===== config.mk =====
export PLATFORM = sky130hd
export DESIGN_NAME = alu_ctrl_fsm
export DESIGN_NICKNAME = d
export VERILOG_FILES = /design/src/rtl/alu_ctrl_fsm.sv
export SDC_FILE = /design/constraint.sdc
export NUM_CORES = 1
export LEC_CHECK = 0
export ABC_CLOCK_PERIOD_IN_PS = 2100
export BUFFER_PORTS_ARGS = -buffer_cell sky130_fd_sc_hd__clkbuf_2
export CAP_MARGIN = 20
export CORE_UTILIZATION = 43
export DETAILED_ROUTE_END_ITERATION = 16
export PLACE_DENSITY = 0.83
export RECOVER_POWER = 100
export SYNTH_ARGS = -nofsm -noshare
export SYNTH_HDL_FRONTEND = slang
export SYNTH_SLANG_ARGS = --single-unit

===== constraint.sdc =====
create_clock -name clk -period 2.1 [get_ports clk]
set_clock_uncertainty 0.1 [all_clocks]
set_input_delay 0.42 -clock clk [delete_from_list [all_inputs] [get_ports clk]]
set_output_delay 0.42 -clock clk [all_outputs]
set_load 0.02 [all_outputs]

===== src/rtl/alu_ctrl_fsm.sv =====
// alu_ctrl_fsm: multicycle CPU control unit.
// Decodes the IR, steps through FETCH/DECODE/EXEC/MEM/WB and drives the ALU
// command, operand selects, datapath write enables and mux selects.
module alu_ctrl_fsm #(
  parameter int CNT_W           = 32,
  parameter bit HALT_ON_ILLEGAL = 1'b1
) (
  input  logic             clk,
  input  logic             reset,
  input  logic [31:0]      instr,
  input  logic             zero,
  output logic [2:0]       state,
  output logic             pc_we,
  output logic             ir_we,
  output logic             mem_we,
  output logic             reg_we,
  output logic             iord,
  output logic             alu_src_a,
  output logic [1:0]       alu_src_b,
  output logic [2:0]       alu_cmd,
  output logic [1:0]       reg_dst,
  output logic [1:0]       wb_sel,
  output logic [1:0]       pc_src,
  output logic             retire,
  output logic [CNT_W-1:0] instr_cnt,
  output logic             illegal
);

  typedef enum logic [2:0] {
    S_FETCH  = 3'd0,
    S_DECODE = 3'd1,
    S_EXEC   = 3'd2,
    S_MEM    = 3'd3,
    S_WB     = 3'd4,
    S_HALT   = 3'd5
  } state_t;

  localparam logic [5:0] OP_RTYPE = 6'h00;
  localparam logic [5:0] OP_J     = 6'h02;
  localparam logic [5:0] OP_JAL   = 6'h03;
  localparam logic [5:0] OP_BEQ   = 6'h04;
  localparam logic [5:0] OP_BNE   = 6'h05;
  localparam logic [5:0] OP_ADDI  = 6'h08;
  localparam logic [5:0] OP_LW    = 6'h23;
  localparam logic [5:0] OP_SW    = 6'h2B;

  localparam logic [2:0] CMD_ADD  = 3'd0;
  localparam logic [2:0] CMD_SUB  = 3'd1;
  localparam logic [2:0] CMD_XOR  = 3'd2;
  localparam logic [2:0] CMD_SLT  = 3'd3;
  localparam logic [2:0] CMD_AND  = 3'd4;
  localparam logic [2:0] CMD_NOR  = 3'd6;
  localparam logic [2:0] CMD_OR   = 3'd7;

  state_t     cur, nxt;
  logic [5:0] op, funct;
  logic       is_lw, is_sw, is_addi, is_beq, is_bne, is_j, is_jal, is_jr;
  logic       is_ralu, is_legal;
  logic [2:0] r_cmd;
  logic       pc_we_c, ir_we_c, mem_we_c, reg_we_c, retire_c;

  // Register/target fields are consumed by the datapath, not by control.
  logic unused_fields;
  assign unused_fields = ^instr[25:6];

  assign op    = instr[31:26];
  assign funct = instr[5:0];
  assign state = cur;

  // Instruction class decode; only meaningful from DECODE onward.
  always_comb begin
    is_lw   = (op == OP_LW);
    is_sw   = (op == OP_SW);
    is_addi = (op == OP_ADDI);
    is_beq  = (op == OP_BEQ);
    is_bne  = (op == OP_BNE);
    is_j    = (op == OP_J);
    is_jal  = (op == OP_JAL);
    is_jr   = (op == OP_RTYPE) && (funct == 6'h08);
    is_ralu = 1'b0;
    r_cmd   = CMD_ADD;
    if (op == OP_RTYPE) begin
      is_ralu = 1'b1;
      case (funct)
        6'h20:   r_cmd = CMD_ADD;
        6'h22:   r_cmd = CMD_SUB;
        6'h24:   r_cmd = CMD_AND;
        6'h25:   r_cmd = CMD_OR;
        6'h26:   r_cmd = CMD_XOR;
        6'h27:   r_cmd = CMD_NOR;
        6'h2A:   r_cmd = CMD_SLT;
        default: is_ralu = 1'b0;
      endcase
    end
    is_legal = is_lw | is_sw | is_addi | is_beq | is_bne | is_j | is_jal |
               is_jr | is_ralu;
  end

  // State register; reset aborts any in-flight instruction.
  always_ff @(posedge clk or posedge reset) begin
    if (reset) cur <= S_FETCH;
    else       cur <= nxt;
  end

  // Retired-instruction counter, wraps freely.
  always_ff @(posedge clk or posedge reset) begin
    if (reset)       instr_cnt <= '0;
    else if (retire) instr_cnt <= instr_cnt + CNT_W'(1);
  end

  // Next-state and control decode for the current state.
  always_comb begin
    nxt       = cur;
    pc_we_c   = 1'b0;
    ir_we_c   = 1'b0;
    mem_we_c  = 1'b0;
    reg_we_c  = 1'b0;
    retire_c  = 1'b0;
    iord      = 1'b0;
    alu_src_a = 1'b0;
    alu_src_b = 2'd0;
    alu_cmd   = CMD_ADD;
    reg_dst   = 2'd0;
    wb_sel    = 2'd0;
    pc_src    = 2'd0;
    illegal   = 1'b0;
    case (cur)
      S_FETCH: begin
        ir_we_c   = 1'b1;
        alu_src_b = 2'd1;
        pc_we_c   = 1'b1;
        nxt       = S_DECODE;
      end
      S_DECODE: begin
        // ALU computes the branch target for ALUOut in the background.
        alu_src_b = 2'd3;
        if (is_j || is_jal) begin
          pc_src   = 2'd2;
          pc_we_c  = 1'b1;
          retire_c = 1'b1;
          nxt      = S_FETCH;
          if (is_jal) begin
            // PC already holds PC+4 after FETCH, so that is the link value.
            reg_we_c = 1'b1;
            reg_dst  = 2'd2;
            wb_sel   = 2'd2;
          end
        end else if (is_jr) begin
          pc_src   = 2'd3;
          pc_we_c  = 1'b1;
          retire_c = 1'b1;
          nxt      = S_FETCH;
        end else if (!is_legal) begin
          nxt = HALT_ON_ILLEGAL ? S_HALT : S_FETCH;
        end else begin
          nxt = S_EXEC;
        end
      end
      S_EXEC: begin
        alu_src_a = 1'b1;
        nxt       = S_FETCH;
        if (is_lw || is_sw || is_addi) begin
          alu_src_b = 2'd2;
          nxt       = is_addi ? S_WB : S_MEM;
        end else if (is_ralu) begin
          alu_cmd = r_cmd;
          nxt     = S_WB;
        end else if (is_beq || is_bne) begin
          alu_cmd  = CMD_SUB;
          pc_src   = 2'd1;
          pc_we_c  = is_beq ? zero : ~zero;
          retire_c = 1'b1;
        end
      end
      S_MEM: begin
        iord = 1'b1;
        if (is_sw) begin
          mem_we_c = 1'b1;
          retire_c = 1'b1;
          nxt      = S_FETCH;
        end else begin
          nxt = S_WB;
        end
      end
      S_WB: begin
        reg_we_c = 1'b1;
        retire_c = 1'b1;
        nxt      = S_FETCH;
        if (is_ralu)    reg_dst = 2'd1;
        else if (is_lw) wb_sel  = 2'd1;
      end
      S_HALT: begin
        illegal = 1'b1;
        nxt     = S_HALT;
      end
      default: nxt = S_FETCH;
    endcase
  end

  // Enables and retire are held off for as long as reset is asserted.
  always_comb begin
    pc_we  = pc_we_c  & ~reset;
    ir_we  = ir_we_c  & ~reset;
    mem_we = mem_we_c & ~reset;
    reg_we = reg_we_c & ~reset;
    retire = retire_c & ~reset;
  end

endmodule

==> results.cfg <==
[yosys]
yosysSeqAreaShare_pct = 41.3
synth_edf_count = 0
syn_inst = 225
avgSynthCellArea_sq_um = 9.41
ys.flop_type = dfrtp_1
ys_types = 47
synthTopCellsByArea = dfrtp_1 (41%), xor2_1 (7.0%), xnor2_1 (6.2%)
async_reset_ff_share_pct = 100
netlist_area_sq_um = 2120
synth-seq-cells = 35
synth.net_count = 261
yosysWarnings = 0
synth_top_area_share_pct = 41.3
yosysMostFrequentCell = dfrtp_1
synth_top_cell_by_area = dfrtp_1
synthTopCellsByCount = dfrtp_1 (35), nand2_1 (17), xor2_1 (17)

[detailed_routing]
routed_wl_microns = 7400
dr.first_iter.drc_count = 149
route.detailed.drc = 0
ant_nets = 0
routedWlPerCell_microns = 17.8
dr.pass1.iters = 4
vias_per_cell = 5.64
num_vias = 2340

[timing]
rsz0062_at_grt = yes
min_period_ns = 2.29
worstMarginPinSlew_ns = 0.860
worst_slack_ns = -0.195
setup_violations = 21
fin_crit_sh_pct = 109
final-max-slew-violation-count = 0
hold_viol = 0
setup_tns_ns = -2.28
fmax_mhz = 436
maxSlewHeadroom_pct = 42.7

[critical_path]
crit_fanout = 7
reg2reg_slack_ns = -0.17
rr_endpoint = instr_cnt[23]$_DFFE_PP0P_
cp.required_ns = 1.58
start_kind = flip-flop
crit_path_end_kind = output port
r2r_start = state[1]$_DFF_PP0_
ff2ff_path_depth = 7
cp.arrival_ns = 1.77
critPathKind = reg -> out

[final_layout]
area_delta_synth_final_pct = 63.4
drive_gt1_share_pct = 44.5
fillers = 322
nNetsFinal = 383
antennaDiodeCount = 0

[power]
cellPowerDensity_nw_per_um2 = 717
combPwrFrac_pct = 47.0
vdd_drop_max_mv = 0.359
power.switching_w = 0.000971
p_clk_share_pct = 22.8
power.leakage_nw = 1.72
seqPwrFrac_pct = 30.2
sw_frac_of_total_pct = 39.1
internal-power_w = 0.00151

[clock_tree]
cts_hold_buf = 0
root_buffer = clkbuf_8
clock-sinks = 35
cts_made_buffers = 5
clk_latency_ns = 0.30
tritoncts = done
clkTransAtPathRegs_ns = 0.08
cts_buffer_depth = 2
htree_levels = 2

[worst_hold_path]
worstHoldEndpoint = instr_cnt[31]$_DFFE_PP0P_
hold_depth = 1
hold_start = instr_cnt[31]$_DFFE_PP0P_
hold_path.class = reg -> reg

[grt]
grt_overflow_total = 0
gr-usage-all-layers_pct = 27.9
antenna_found_initial = 0
grt_first_pass_wirelength_microns = 11300
grt_max_degree = 36
grt_pass1_vias = 2397

[floorplanning]
start_util_pct = 44.8
ioPinCount = 89
core_sq_um = 4720
die_area_sq_um = 5210
die_y_microns = 72.2
placementRows = 25
chipWidth_microns = 72.2

[job]
maxCapViolations = 0

[placement]
io_buffer_count = 68
post-place-ws_ns = -0.344
gp_congestion = 0.870
dp_hpwl_microns = 4200

[run_status]
status = finished with violations
violations = setup timing
-- cell families after synthesis --
family / after synthesis / synth area share, %
buffers and inverters: 15 / 3.43
AND/OR/NAND/NOR: 116 / 32.6
multiplexers: 2 / 1.00
AO/OA/AOI/OAI: 24 / 7.80
XOR/XNOR: 32 / 13.2
flip-flops: 35 / 41.3
adder cells (fa/ha/maj): 1 / 0.591
-- worst max path at each step --
| stage | from | to |
|---|---|---|
| detailed placement | instr[31] | instr_cnt[19]$_DFFE_PP0P_ |
| floorplan | state[0]$_DFF_PP0_ | instr_cnt[23]$_DFFE_PP0P_ |
| global route | state[0]$_DFF_PP0_ | retire |
| finish | state[2]$_DFF_PP0_ | alu_cmd[1] |
| global placement | instr[31] | instr_cnt[19]$_DFFE_PP0P_ |
| CTS | state[0]$_DFF_PP0_ | instr_cnt[23]$_DFFE_PP0P_ |
-- stage by stage --
stage | cells | utilization [%] | cell area [sq um] | hold WS, ns | power, W
detailed placement | 396 | 61.0 | 2880 | 0.370 | 0.00159
CTS | 412 | 70.0 | 3310 | 0.265 | 0.00234
global placement | 396 | 61.0 | 2880 | 0.357 | 0.00157
floorplan | 225 | - | 2170 | 0.271 | 0.00126
global route | 415 | 73.3 | 3460 | 0.399 | 0.00257
finish | 415 | 73.3 | 3460 | 0.374 | 0.00248
-- critical path, cell delays in order (launching register included) --
cell and delay, ns:
dfrtp_2 0.44, buf_12 0.15, nor2_4 0.11, nand2_2 0.07
or3_4 0.41, a21oi_2 0.13, clkbuf_8 0.16
-- metal layers --
metal,part of all wire (%),global-route usage (%)
met5,0,0
met4,4.2,15.0
met3,5.7,6.25
met2,52,49.5
met1,38,31.0
-- power by group through the flow --
stage	sequential (W)	clock (W)	combinational, W
after global routing	0.000753	0.000596	0.00123
after CTS	0.000746	0.000565	0.00103
final	0.000750	0.000567	0.00117
after floorplan	0.000820	0	0.000440
after detailed placement	0.000758	0	0.000829
after global placement	0.000753	0	0.000815
-- registers in the layout, indices dropped and copies added (netlist names) --
signal     count
instr_cnt     32
state          3
-- layout make-up --
type | count | area [sq um] | area share (%)
Sequential cell | 35 | 878 | 25.4
Clock inverter | 1 | 7.51 | 0.217
Clock buffer | 7 | 96.3 | 2.78
Timing Repair Buffer | 121 | 836 | 24.2
Multi-Input combinational cell | 175 | 1520 | 44.0
Tap cell | 67 | 83.8 | 2.42
Inverter | 9 | 37.5 | 1.08
-- timing repair --
action,CTS,global route
setup buffers,8,4
pin swaps,12,11
endpoints found under the setup margin,32,32
resized for setup,55,50
-- placed cells by master (no fill, tap or decap), types with 11 or more instances in the layout --
cell,netlist,final
xor2_1,17,17
nand2_1,17,14
xnor2_1,15,15
buf_4,2,50
nand4_1,11,11
nor2_1,16,12
dfrtp_1,35,33
clkbuf_1,2,34
nand3_1,13,12
clkbuf_2,0,17
clkbuf_8,0,12
Power figures use the tool's default switching activity.
